$ cat src/rtl/alu_pkg.sv
// alu_pkg: shared ALU definitions, used by the ALU and the ID/EX stage.
//   alumode_e    : ALU operation encodings
//   dsctl_t      : downstream control flags carried through EX
//   BUBBLE_MODE / BUBBLE_DSCTL : control values of an inserted bubble
//   *_DEF        : default datapath widths
package alu_pkg;

  localparam int DATA_WIDTH_DEF     = 32;
  localparam int CONTROLL_WIDTH_DEF = 4;
  localparam int REG_ADDR_WIDTH_DEF = 5;

  typedef enum logic [3:0] {
    ADD = 4'd0,
    SUB = 4'd1,
    AND = 4'd2,
    OR  = 4'd3,
    SLT = 4'd5,
    JAL = 4'd8
  } alumode_e;

  typedef struct packed {
    logic regwrite;
    logic memread;
    logic memwrite;
  } dsctl_t;

  // A bubble must never write, touch memory, or compute anything but ADD.
  localparam alumode_e BUBBLE_MODE  = ADD;
  localparam dsctl_t   BUBBLE_DSCTL = '{regwrite: 1'b0, memread: 1'b0, memwrite: 1'b0};

endpackage

$ cat src/rtl/id_ex_stage_if.sv
// id_ex_stage_if: decode -> ID/EX bundle.
//   id_*         : decoded instruction fields from the ID stage
//   hazard_stall : load-use indication back to fetch/decode
// Modports: master = decode side, slave = ID/EX stage.
interface id_ex_stage_if #(
  parameter int DATA_WIDTH     = alu_pkg::DATA_WIDTH_DEF,
  parameter int CONTROLL_WIDTH = alu_pkg::CONTROLL_WIDTH_DEF,
  parameter int REG_ADDR_WIDTH = alu_pkg::REG_ADDR_WIDTH_DEF
);
  logic                      id_valid;
  logic [DATA_WIDTH-1:0]     id_rs1_data;
  logic [DATA_WIDTH-1:0]     id_rs2_data;
  logic [DATA_WIDTH-1:0]     id_imm;
  logic [REG_ADDR_WIDTH-1:0] id_rs1_addr;
  logic [REG_ADDR_WIDTH-1:0] id_rs2_addr;
  logic [REG_ADDR_WIDTH-1:0] id_rd_addr;
  logic                      id_uses_rs1;
  logic                      id_uses_rs2;
  logic                      id_alusrc;
  logic [CONTROLL_WIDTH-1:0] id_ctrl;
  logic                      id_regwrite;
  logic                      id_memread;
  logic                      id_memwrite;
  logic                      hazard_stall;

  modport master (
    output id_valid, id_rs1_data, id_rs2_data, id_imm, id_rs1_addr, id_rs2_addr,
           id_rd_addr, id_uses_rs1, id_uses_rs2, id_alusrc, id_ctrl,
           id_regwrite, id_memread, id_memwrite,
    input  hazard_stall
  );

  modport slave (
    input  id_valid, id_rs1_data, id_rs2_data, id_imm, id_rs1_addr, id_rs2_addr,
           id_rd_addr, id_uses_rs1, id_uses_rs2, id_alusrc, id_ctrl,
           id_regwrite, id_memread, id_memwrite,
    output hazard_stall
  );
endinterface

$ cat src/rtl/id_ex_stage_fwd_mux.sv
// fwd_mux: forwarding select for one source operand.
//   rs_addr / rf_data        : registered source index and register-file value
//   exmem_* / memwb_*        : writeback candidates from later stages
//   fwd_data                 : youngest matching value, else rf_data
// EX/MEM beats MEM/WB; x0 never matches.
module fwd_mux #(
  parameter int DATA_WIDTH     = 32,
  parameter int REG_ADDR_WIDTH = 5
) (
  input  logic [REG_ADDR_WIDTH-1:0] rs_addr,
  input  logic [DATA_WIDTH-1:0]     rf_data,
  input  logic                      exmem_regwrite,
  input  logic [REG_ADDR_WIDTH-1:0] exmem_rd,
  input  logic [DATA_WIDTH-1:0]     exmem_result,
  input  logic                      memwb_regwrite,
  input  logic [REG_ADDR_WIDTH-1:0] memwb_rd,
  input  logic [DATA_WIDTH-1:0]     memwb_result,
  output logic [DATA_WIDTH-1:0]     fwd_data
);
  logic hit_exmem, hit_memwb;

  assign hit_exmem = exmem_regwrite && (exmem_rd != '0) && (exmem_rd == rs_addr);
  assign hit_memwb = memwb_regwrite && (memwb_rd != '0) && (memwb_rd == rs_addr);

  always_comb begin
    fwd_data = rf_data;
    if (hit_exmem)      fwd_data = exmem_result;
    else if (hit_memwb) fwd_data = memwb_result;
  end
endmodule

$ cat src/rtl/id_ex_stage.sv
// id_ex_stage: ID/EX pipeline register feeding the ALU.
//   clk, rst            : clock, synchronous active-high reset
//   id (slave)          : decoded instruction in, hazard_stall out
//   stall, flush        : downstream hold / redirect kill
//   exmem_*, memwb_*    : forwarding sources
//   ex_valid, op1, op2, ctrl, ex_store_data, ex_rd_addr,
//   ex_regwrite, ex_memread, ex_memwrite : EX-side outputs
// Optional: define ID_EX_PERF_CNT_EN for bubble_count / flush_count
// (32-bit saturating event counters).
// Update priority: rst > flush > stall > hazard_stall > load.
module id_ex_stage
  import alu_pkg::*;
#(
  parameter int DATA_WIDTH     = DATA_WIDTH_DEF,
  parameter int CONTROLL_WIDTH = CONTROLL_WIDTH_DEF,
  parameter int REG_ADDR_WIDTH = REG_ADDR_WIDTH_DEF
) (
  input  logic                      clk,
  input  logic                      rst,
  id_ex_stage_if.slave              id,
  input  logic                      stall,
  input  logic                      flush,
  input  logic                      exmem_regwrite,
  input  logic [REG_ADDR_WIDTH-1:0] exmem_rd,
  input  logic [DATA_WIDTH-1:0]     exmem_result,
  input  logic                      memwb_regwrite,
  input  logic [REG_ADDR_WIDTH-1:0] memwb_rd,
  input  logic [DATA_WIDTH-1:0]     memwb_result,
  output logic                      ex_valid,
  output logic [DATA_WIDTH-1:0]     op1,
  output logic [DATA_WIDTH-1:0]     op2,
  output logic [CONTROLL_WIDTH-1:0] ctrl,
  output logic [DATA_WIDTH-1:0]     ex_store_data,
  output logic [REG_ADDR_WIDTH-1:0] ex_rd_addr,
  output logic                      ex_regwrite,
  output logic                      ex_memread,
`ifdef ID_EX_PERF_CNT_EN
  output logic                      ex_memwrite,
  output logic [31:0]               bubble_count,
  output logic [31:0]               flush_count
`else
  output logic                      ex_memwrite
`endif
);

  typedef struct packed {
    logic                      valid;
    logic [DATA_WIDTH-1:0]     rs1_data;
    logic [DATA_WIDTH-1:0]     rs2_data;
    logic [DATA_WIDTH-1:0]     imm;
    logic [REG_ADDR_WIDTH-1:0] rs1_addr;
    logic [REG_ADDR_WIDTH-1:0] rs2_addr;
    logic [REG_ADDR_WIDTH-1:0] rd_addr;
    logic                      alusrc;
    logic [CONTROLL_WIDTH-1:0] ctrl;
    dsctl_t                    dsctl;
  } idex_t;

  idex_t ex_q, id_d, bubble;
  logic  hazard;

  always_comb begin
    bubble       = '0;
    bubble.ctrl  = CONTROLL_WIDTH'(BUBBLE_MODE);
    bubble.dsctl = BUBBLE_DSCTL;
  end

  always_comb begin
    id_d                = '0;
    id_d.valid          = id.id_valid;
    id_d.rs1_data       = id.id_rs1_data;
    id_d.rs2_data       = id.id_rs2_data;
    id_d.imm            = id.id_imm;
    id_d.rs1_addr       = id.id_rs1_addr;
    id_d.rs2_addr       = id.id_rs2_addr;
    id_d.rd_addr        = id.id_rd_addr;
    id_d.alusrc         = id.id_alusrc;
    id_d.ctrl           = id.id_ctrl;
    id_d.dsctl.regwrite = id.id_regwrite;
    id_d.dsctl.memread  = id.id_memread;
    id_d.dsctl.memwrite = id.id_memwrite;
  end

  // Load in EX whose result a valid ID instruction needs right now.
  // Goes away by itself once the bubble replaces the load in EX.
  assign hazard = ex_q.valid && ex_q.dsctl.memread && (ex_q.rd_addr != '0) && id.id_valid &&
                  ((id.id_uses_rs1 && (id.id_rs1_addr == ex_q.rd_addr)) ||
                   (id.id_uses_rs2 && (id.id_rs2_addr == ex_q.rd_addr)));
  assign id.hazard_stall = hazard;

  always_ff @(posedge clk) begin
    if (rst)              ex_q <= '0;
    else if (flush)       ex_q <= bubble;   // kill wins even over a held stage
    else if (stall)       ex_q <= ex_q;
    else if (hazard)      ex_q <= bubble;
    else                  ex_q <= id_d;
  end

  // Per-operand forwarding; index 0 = rs1, 1 = rs2.
  logic [1:0][REG_ADDR_WIDTH-1:0] rs_addr;
  logic [1:0][DATA_WIDTH-1:0]     rs_rf, rs_fwd;

  assign rs_addr = {ex_q.rs2_addr, ex_q.rs1_addr};
  assign rs_rf   = {ex_q.rs2_data, ex_q.rs1_data};

  for (genvar g = 0; g < 2; g++) begin : g_fwd
    fwd_mux #(
      .DATA_WIDTH     (DATA_WIDTH),
      .REG_ADDR_WIDTH (REG_ADDR_WIDTH)
    ) u_fwd (
      .rs_addr        (rs_addr[g]),
      .rf_data        (rs_rf[g]),
      .exmem_regwrite (exmem_regwrite),
      .exmem_rd       (exmem_rd),
      .exmem_result   (exmem_result),
      .memwb_regwrite (memwb_regwrite),
      .memwb_rd       (memwb_rd),
      .memwb_result   (memwb_result),
      .fwd_data       (rs_fwd[g])
    );
  end

  assign ex_valid      = ex_q.valid;
  assign op1           = rs_fwd[0];
  assign op2           = ex_q.alusrc ? ex_q.imm : rs_fwd[1];
  assign ex_store_data = rs_fwd[1];
  assign ctrl          = ex_q.ctrl;
  assign ex_rd_addr    = ex_q.rd_addr;
  assign ex_regwrite   = ex_q.dsctl.regwrite;
  assign ex_memread    = ex_q.dsctl.memread;
  assign ex_memwrite   = ex_q.dsctl.memwrite;

`ifdef ID_EX_PERF_CNT_EN
  always_ff @(posedge clk) begin
    if (rst) begin
      bubble_count <= '0;
      flush_count  <= '0;
    end else if (flush) begin
      if (flush_count != '1) flush_count <= flush_count + 32'd1;
    end else if (!stall && hazard) begin
      if (bubble_count != '1) bubble_count <= bubble_count + 32'd1;
    end
  end
`endif

endmodule

$ cat src/flat_wrapper.sv
// flat-port wrapper written by rule: the top's interface ports become plain ports
module id_ex_stage_flat import alu_pkg::*;
#(
  parameter int DATA_WIDTH     = DATA_WIDTH_DEF,
  parameter int CONTROLL_WIDTH = CONTROLL_WIDTH_DEF,
  parameter int REG_ADDR_WIDTH = REG_ADDR_WIDTH_DEF
)
  (clk, rst, stall, flush, exmem_regwrite, exmem_rd, exmem_result, memwb_regwrite, memwb_rd, memwb_result, ex_valid, op1, op2, ctrl, ex_store_data, ex_rd_addr, ex_regwrite, ex_memread, ex_memwrite, id_id_valid, id_id_rs1_data, id_id_rs2_data, id_id_imm, id_id_rs1_addr, id_id_rs2_addr, id_id_rd_addr, id_id_uses_rs1, id_id_uses_rs2, id_id_alusrc, id_id_ctrl, id_id_regwrite, id_id_memread, id_id_memwrite, id_hazard_stall);
  id_ex_stage_if #(.DATA_WIDTH(DATA_WIDTH), .CONTROLL_WIDTH(CONTROLL_WIDTH), .REG_ADDR_WIDTH(REG_ADDR_WIDTH)) id_i ();
  input  logic clk;
  input  logic rst;
  input  logic stall;
  input  logic flush;
  input  logic exmem_regwrite;
  input  logic [REG_ADDR_WIDTH-1:0] exmem_rd;
  input  logic [DATA_WIDTH-1:0] exmem_result;
  input  logic memwb_regwrite;
  input  logic [REG_ADDR_WIDTH-1:0] memwb_rd;
  input  logic [DATA_WIDTH-1:0] memwb_result;
  output logic ex_valid;
  output logic [DATA_WIDTH-1:0] op1;
  output logic [DATA_WIDTH-1:0] op2;
  output logic [CONTROLL_WIDTH-1:0] ctrl;
  output logic [DATA_WIDTH-1:0] ex_store_data;
  output logic [REG_ADDR_WIDTH-1:0] ex_rd_addr;
  output logic ex_regwrite;
  output logic ex_memread;
  output logic ex_memwrite;
  input wire logic [$bits(id_i.id_valid)-1:0] id_id_valid;
  input wire logic [$bits(id_i.id_rs1_data)-1:0] id_id_rs1_data;
  input wire logic [$bits(id_i.id_rs2_data)-1:0] id_id_rs2_data;
  input wire logic [$bits(id_i.id_imm)-1:0] id_id_imm;
  input wire logic [$bits(id_i.id_rs1_addr)-1:0] id_id_rs1_addr;
  input wire logic [$bits(id_i.id_rs2_addr)-1:0] id_id_rs2_addr;
  input wire logic [$bits(id_i.id_rd_addr)-1:0] id_id_rd_addr;
  input wire logic [$bits(id_i.id_uses_rs1)-1:0] id_id_uses_rs1;
  input wire logic [$bits(id_i.id_uses_rs2)-1:0] id_id_uses_rs2;
  input wire logic [$bits(id_i.id_alusrc)-1:0] id_id_alusrc;
  input wire logic [$bits(id_i.id_ctrl)-1:0] id_id_ctrl;
  input wire logic [$bits(id_i.id_regwrite)-1:0] id_id_regwrite;
  input wire logic [$bits(id_i.id_memread)-1:0] id_id_memread;
  input wire logic [$bits(id_i.id_memwrite)-1:0] id_id_memwrite;
  output wire logic [$bits(id_i.hazard_stall)-1:0] id_hazard_stall;
  assign id_i.id_valid = id_id_valid;
  assign id_i.id_rs1_data = id_id_rs1_data;
  assign id_i.id_rs2_data = id_id_rs2_data;
  assign id_i.id_imm = id_id_imm;
  assign id_i.id_rs1_addr = id_id_rs1_addr;
  assign id_i.id_rs2_addr = id_id_rs2_addr;
  assign id_i.id_rd_addr = id_id_rd_addr;
  assign id_i.id_uses_rs1 = id_id_uses_rs1;
  assign id_i.id_uses_rs2 = id_id_uses_rs2;
  assign id_i.id_alusrc = id_id_alusrc;
  assign id_i.id_ctrl = id_id_ctrl;
  assign id_i.id_regwrite = id_id_regwrite;
  assign id_i.id_memread = id_id_memread;
  assign id_i.id_memwrite = id_id_memwrite;
  assign id_hazard_stall = id_i.hazard_stall;
  id_ex_stage #(.DATA_WIDTH(DATA_WIDTH), .CONTROLL_WIDTH(CONTROLL_WIDTH), .REG_ADDR_WIDTH(REG_ADDR_WIDTH)) u_core (.clk(clk), .rst(rst), .id(id_i), .stall(stall), .flush(flush), .exmem_regwrite(exmem_regwrite), .exmem_rd(exmem_rd), .exmem_result(exmem_result), .memwb_regwrite(memwb_regwrite), .memwb_rd(memwb_rd), .memwb_result(memwb_result), .ex_valid(ex_valid), .op1(op1), .op2(op2), .ctrl(ctrl), .ex_store_data(ex_store_data), .ex_rd_addr(ex_rd_addr), .ex_regwrite(ex_regwrite), .ex_memread(ex_memread), .ex_memwrite(ex_memwrite));
endmodule
$ cat config.mk
export PLATFORM = sky130hd
export DESIGN_NAME = id_ex_stage_flat
export DESIGN_NICKNAME = d
export VERILOG_FILES = /design/src/rtl/alu_pkg.sv /design/src/rtl/id_ex_stage_if.sv /design/src/rtl/id_ex_stage_fwd_mux.sv /design/src/rtl/id_ex_stage.sv /design/src/flat_wrapper.sv
export SDC_FILE = /design/constraint.sdc
export NUM_CORES = 1
export LEC_CHECK = 0
export CORE_MARGIN = 2
export CORE_UTILIZATION = 25
export CTS_CLUSTER_DIAMETER = 30
export DETAILED_ROUTE_END_ITERATION = 8
export GPL_ROUTABILITY_DRIVEN = 0
export SYNTH_ARGS = -nofsm -noshare
export SYNTH_HDL_FRONTEND = slang
export SYNTH_SLANG_ARGS = --single-unit
$ cat constraint.sdc
create_clock -name clk -period 2.3 [get_ports clk]
set_input_delay 0.46 -clock clk [delete_from_list [all_inputs] [get_ports clk]]
set_output_delay 0.46 -clock clk [all_outputs]
set_load 0.005 [all_outputs]
Yosys cells after proc, flatten, opt, wreduce, memory -nomap -nowiden
Cells that the tools add are included.

Equal/unequal tests: 6. Div/mod/pow operators: 0. Order comparisons: 0. Reduce and logical (&&, ||, !) cells: 17. $mul: 0. Shift-type cells: 0. Multiplexer cells: 6. Bitwise gates (word level): 0. Add/sub/neg operators: 0.

Operator list (count): 32-bit two-way mux (5); 120-bit two-way mux (1); 5-bit == test (6); 5-bit nonzero test (3); 1-bit logical AND (12); 2-bit OR reduction (1); 1-bit logical OR (1).

Bits in latches: 0. Memory bits (read-only): 0. Memory bits (writable): 0. Word-level logic and storage cells: 41. Memories kept: 0. Flip-flop bits (word level): 120. Output and inout port bits: 110.

Longest topological paths before layout
Word-level depth: 6. Gate-level depth with buffers: 7. Gate-level depth less buffers: 5.

Hierarchy
A second synthesis with hierarchy kept.

Cell total of the unflattened synthesis: 980. Area, all modules: 7761.2 sq um.

By module, submodules not included: id_ex_stage (times used 1, cells an instance 610, area an instance 5426.5 sq um, seq. area each 2402.3 sq um); fwd_mux (times used 2, cells an instance 185, area an instance 1167.4 sq um, seq. area each 0.0 sq um).

Worst setup path after synthesis
OpenSTA, ideal clock, no wires.

Kind: input to output. Start point: input port exmem_rd[0]. End point: output port op2[21]. Stages: 7. Buffers on the path: 2. Arrival time: 1.998 ns. Slack: -0.158 ns. Data required time: 1.840 ns. Path through: or4_1 > o211ai_2 > or2_1 > buf_2 > buf_6 > a31oi_1 > mux2_2.

Longest elaborated chain between the ends: 5. Elaborated cells on any way between the ends: 6. Classes of those cells: eq/ne: 1; mux: 2; reduce/logical: 3.

RTL lines: start: declaration (line flat_wrapper.sv:15) `input logic [REG_ADDR_WIDTH-1:0] exmem_rd;`; 5-bit nonzero test (line id_ex_stage_fwd_mux.sv:22) `assign hit_exmem = exmem_regwrite && (exmem_rd != '0) && (exmem_rd == rs_addr);`; 1-bit logical AND (line id_ex_stage_fwd_mux.sv:22); 1-bit logical AND * (line id_ex_stage_fwd_mux.sv:22); 32-bit two-way mux * (line id_ex_stage_fwd_mux.sv:27) `if (hit_exmem) fwd_data = exmem_result;`; via ex_store_data[21] (line flat_wrapper.sv:24) `output logic [DATA_WIDTH-1:0] ex_store_data;`; 32-bit two-way mux * (line id_ex_stage.sv:125) `assign op2 = ex_q.alusrc ? ex_q.imm : rs_fwd[1];`; end: declaration (line flat_wrapper.sv:22) `output logic [DATA_WIDTH-1:0] op2;`.

Mark *: on every way through the listed nets, which the timed path passes. The rest lies on a longest branch.

Worst setup path in the final report
Start point: register u_core.ex_q[17] (netlist name). End point: output port op2[29].

Longest elaborated chain between the ends: 5. Elaborated cells on any way between the ends: 7. Classes of those cells: eq/ne: 2; mux: 3; reduce/logical: 2.

RTL lines: start: declaration (line id_ex_stage.sv:59) `idex_t ex_q, id_d, bubble;`; start signal: assignment (line id_ex_stage.sv:93) `else if (flush) ex_q <= bubble;`; start signal: assignment (line id_ex_stage.sv:94) `else if (stall) ex_q <= ex_q;`; start signal: assignment (line id_ex_stage.sv:95) `else if (hazard) ex_q <= bubble;`; 5-bit == test (line id_ex_stage_fwd_mux.sv:23) `assign hit_memwb = memwb_regwrite && (memwb_rd != '0) && (memwb_rd == rs_addr);`; 1-bit logical AND (line id_ex_stage_fwd_mux.sv:23); 32-bit two-way mux (line id_ex_stage_fwd_mux.sv:28) `else if (hit_memwb) fwd_data = memwb_result;`; 32-bit two-way mux * (line id_ex_stage_fwd_mux.sv:27); 32-bit two-way mux * (line id_ex_stage.sv:125).

Every way passes the cells marked *; elsewhere a longest branch is shown, timed or not.

==> results.toml <==
[outcome]
status = "finished, violations left"
violations = "negative setup slack"

[logic_synthesis]
synth_top_area_share_pct = 39.8
ys_warn_count = 0
avgSynthCellArea_um2 = 9.19
yosysTopAreaCell = "dfxtp_1"
ys_ff_latch = 120
syn_inst = 657
synthesis.area_um2 = 6040
seq_area_frac_synth_pct = 39.8
syn-num-nets = 859
synth-edff-count = 0
ys_types = 34
synth.area.top_cells = "dfxtp_1 40%, a22o_1 17%, mux2_2 5.8%, mux2i_1 5.3%, xnor2_1 3.8%"
async_flop_share_pct = 0
synthFlopType = "dfxtp_1"

[worst_setup_path]
cp_top_family = "compound AO/OA/AOI/OAI gates"
required_ns = 1.84
worst-r2r-cell-count = 8
reg2reg_from = "u_core.ex_rd_addr[4]"
crit_cells = 7
critPathCaptureType = "primary output"
r2r_slack_ns = 0.27
slowest_stage = "a211o_4"
r2r_end = "u_core.ex_q[113]"
cp-start-kind = "flip-flop"
worst_ep_arrival_time_ns = 2.40
critical_path_class = "flip-flop to primary output"
path_buf_inv = 2
cpPeakStageDelay_ns = 0.37
crit_chain = "xor2_1, a211o_4, bufbuf_16, or3_4, a31oi_4, mux2_4, buf_6"
cp_max_fo = 7

[timing]
finalHoldViolations = 0
min_period_ns = 2.86
finalMaxSlewViolations = 0
tightest_slew_ns = 0.448
skew_ns = 0.0144
setup_ws_ns = -0.564
post-route-period-util_pct = 125
max_freq_ghz = 0.349
grt_setup_unrepaired = "true"
setup_viol = 96
slew_headroom_pct = 70.0

[layout]
fin_nets = 1271
multi_input_area_um2 = 4360
seqCellArea_um2 = 2430
fin_util_pct = 54.4
fill_cells = 2066
final_cell_mix = "200 x clkdlybuf4s50_1, 120 x a22o_1, 109 x dfxtp_1"
final_cells = 1402
drive_above_1_share_pct = 44.0
syn_to_final_growth_pct = 113
stdcell_area_um2 = 12800
final_common_cell = "clkdlybuf4s50_1"

[grt]
grt_pass1_vias = 7258
antenna_found_initial = 1
grt_pass1_wl_um = 43300
grt_max_degree = 56
grt-ovfl-total = 0
track_usage_pct = 22.2

[hold_path]
holdPathStages = 1
hold_end = "u_core.ex_q[41]"
hold_path_class = "flip-flop to flip-flop"
min_from = "u_core.ex_q[41]"

[power]
power.leakage_nw = 5.14
power_density_nw_per_um2 = 510
ir_drop_uv = 335

[placement]
dpl.cell_count = 1315
placed_area_um2 = 10200
io_buffers = 311
post-place-ws_ns = -1.29
dp_hpwl_um = 18200

[route]
ant_nets = 0
wl_per_cell_um = 21.3
num_vias = 6966
routed_via_density = 4.97
initialDrtViolationCount = 325
drc = 0
wl_um = 29900
drtPass1Iterations = 4

[floorplan]
die_w_um = 159
core-area_um2 = 23600
pin_count = 312
die_y_um = 159
start_util_pct = 25.6
fp.dieArea_um2 = 25400
num_rows = 56

[clocking]
numCtsBuffers = 17
root_buffer = "clkbuf_16"
cts_tree = "yes"
clock_sinks = 120
clk_latency_ns = 0.42
cts_max_path_buffers = 2
clk_pin_slew_worst_paths_ns = 0.06
postCtsHoldBufs = 0
htreeDepth = 4

[job]
maxCapViolations = 0
-- flip-flops by register name, summed over array words and instances, names as in the netlist --
name and cells:
u_core.ex_q 107, u_core.ex_memread 1, u_core.ex_rd_addr 5, u_core.ex_regwrite 1, u_core.ctrl 4, u_core.ex_memwrite 1, u_core.ex_valid 1
-- Yosys cell counts, types with 9 or more instances --
cell type,n
dfxtp_1,120
clkbuf_1,34
or3_1,31
nor2_1,38
buf_2,19
o21ai_0,31
a22o_1,120
inv_1,32
nor3_1,33
xnor2_1,26
a21oi_1,33
a31oi_1,31
mux2_2,31
mux2i_1,32
buf_4,9
-- area by class of cell --
type	count	area share (%)
timing repair buffer	464	38.0
multi-input combinational	434	33.9
sequential	120	18.9
clock buffer	19	3.53
tap	319	3.11
clock inverter	13	1.50
inverter	32	0.935
antenna	1	0.0195
-- what timing repair did --
item | CTS | global route
pin swaps | 73 | 43
resized for setup | 663 | 124
cloned | 12 | 4
endpoints found under the setup margin | 97 | 97
buffers inserted | 35 | 9
-- worst max path at each step --
stage,from,to
2_1_floorplan,exmem_rd[0],op2[21]
3_3_place_gp,exmem_rd[0],op2[8]
3_5_place_dp,exmem_rd[0],op2[8]
4_1_cts,u_core.ex_q[17],op2[8]
5_1_grt,u_core.ex_q[21],op1[5]
6_report,u_core.ex_q[17],op2[29]
-- metal layers --
metal | GRT usage [%] | wire length [µm]
met2 | 39.4 | 15300
met1 | 25.8 | 12200
met3 | 5.81 | 1700
met5 | 0 | 0
met4 | 7.52 | 665
-- worst register-to-register path, delay by kind of cell, from the launching register on --
kind | cells | cell delay [ns]
buffers and inverters | 3 | 0.62
flip-flops | 1 | 0.45
XOR/XNOR | 1 | 0.13
AO/OA/AOI/OAI | 3 | 0.63
AND/OR/NAND/NOR | 1 | 0.13
-- metrics by stage --
step | hold WS (ns) | power, mW | TNS, ns
4_1_cts | 0.472 | 6.53 | -44.94
2_1_floorplan | 0.436 | 2.58 | -3.60
3_3_place_gp | 0.450 | 3.36 | -123.79
3_5_place_dp | 0.450 | 3.37 | -126.69
6_report | 0.471 | 6.55 | -44.24
5_1_grt | 0.485 | 6.80 | -51.75
-- where the power goes --
part           internal [mW]  switching [mW]
combinational          0.867           0.531
clock                   1.88            1.07
sequential              2.15          0.0539
total                   4.90            1.66
-- cell families after synthesis --
logic type	after synthesis	share of synthesized area, %
AO/OA/AOI/OAI	224	27.3
AND/OR/NAND/NOR	117	9.76
flip-flops	120	39.8
multiplexers	63	11.1
buffers and inverters	103	7.73
XOR/XNOR	30	4.35
(Power assumes the default switching activity.)
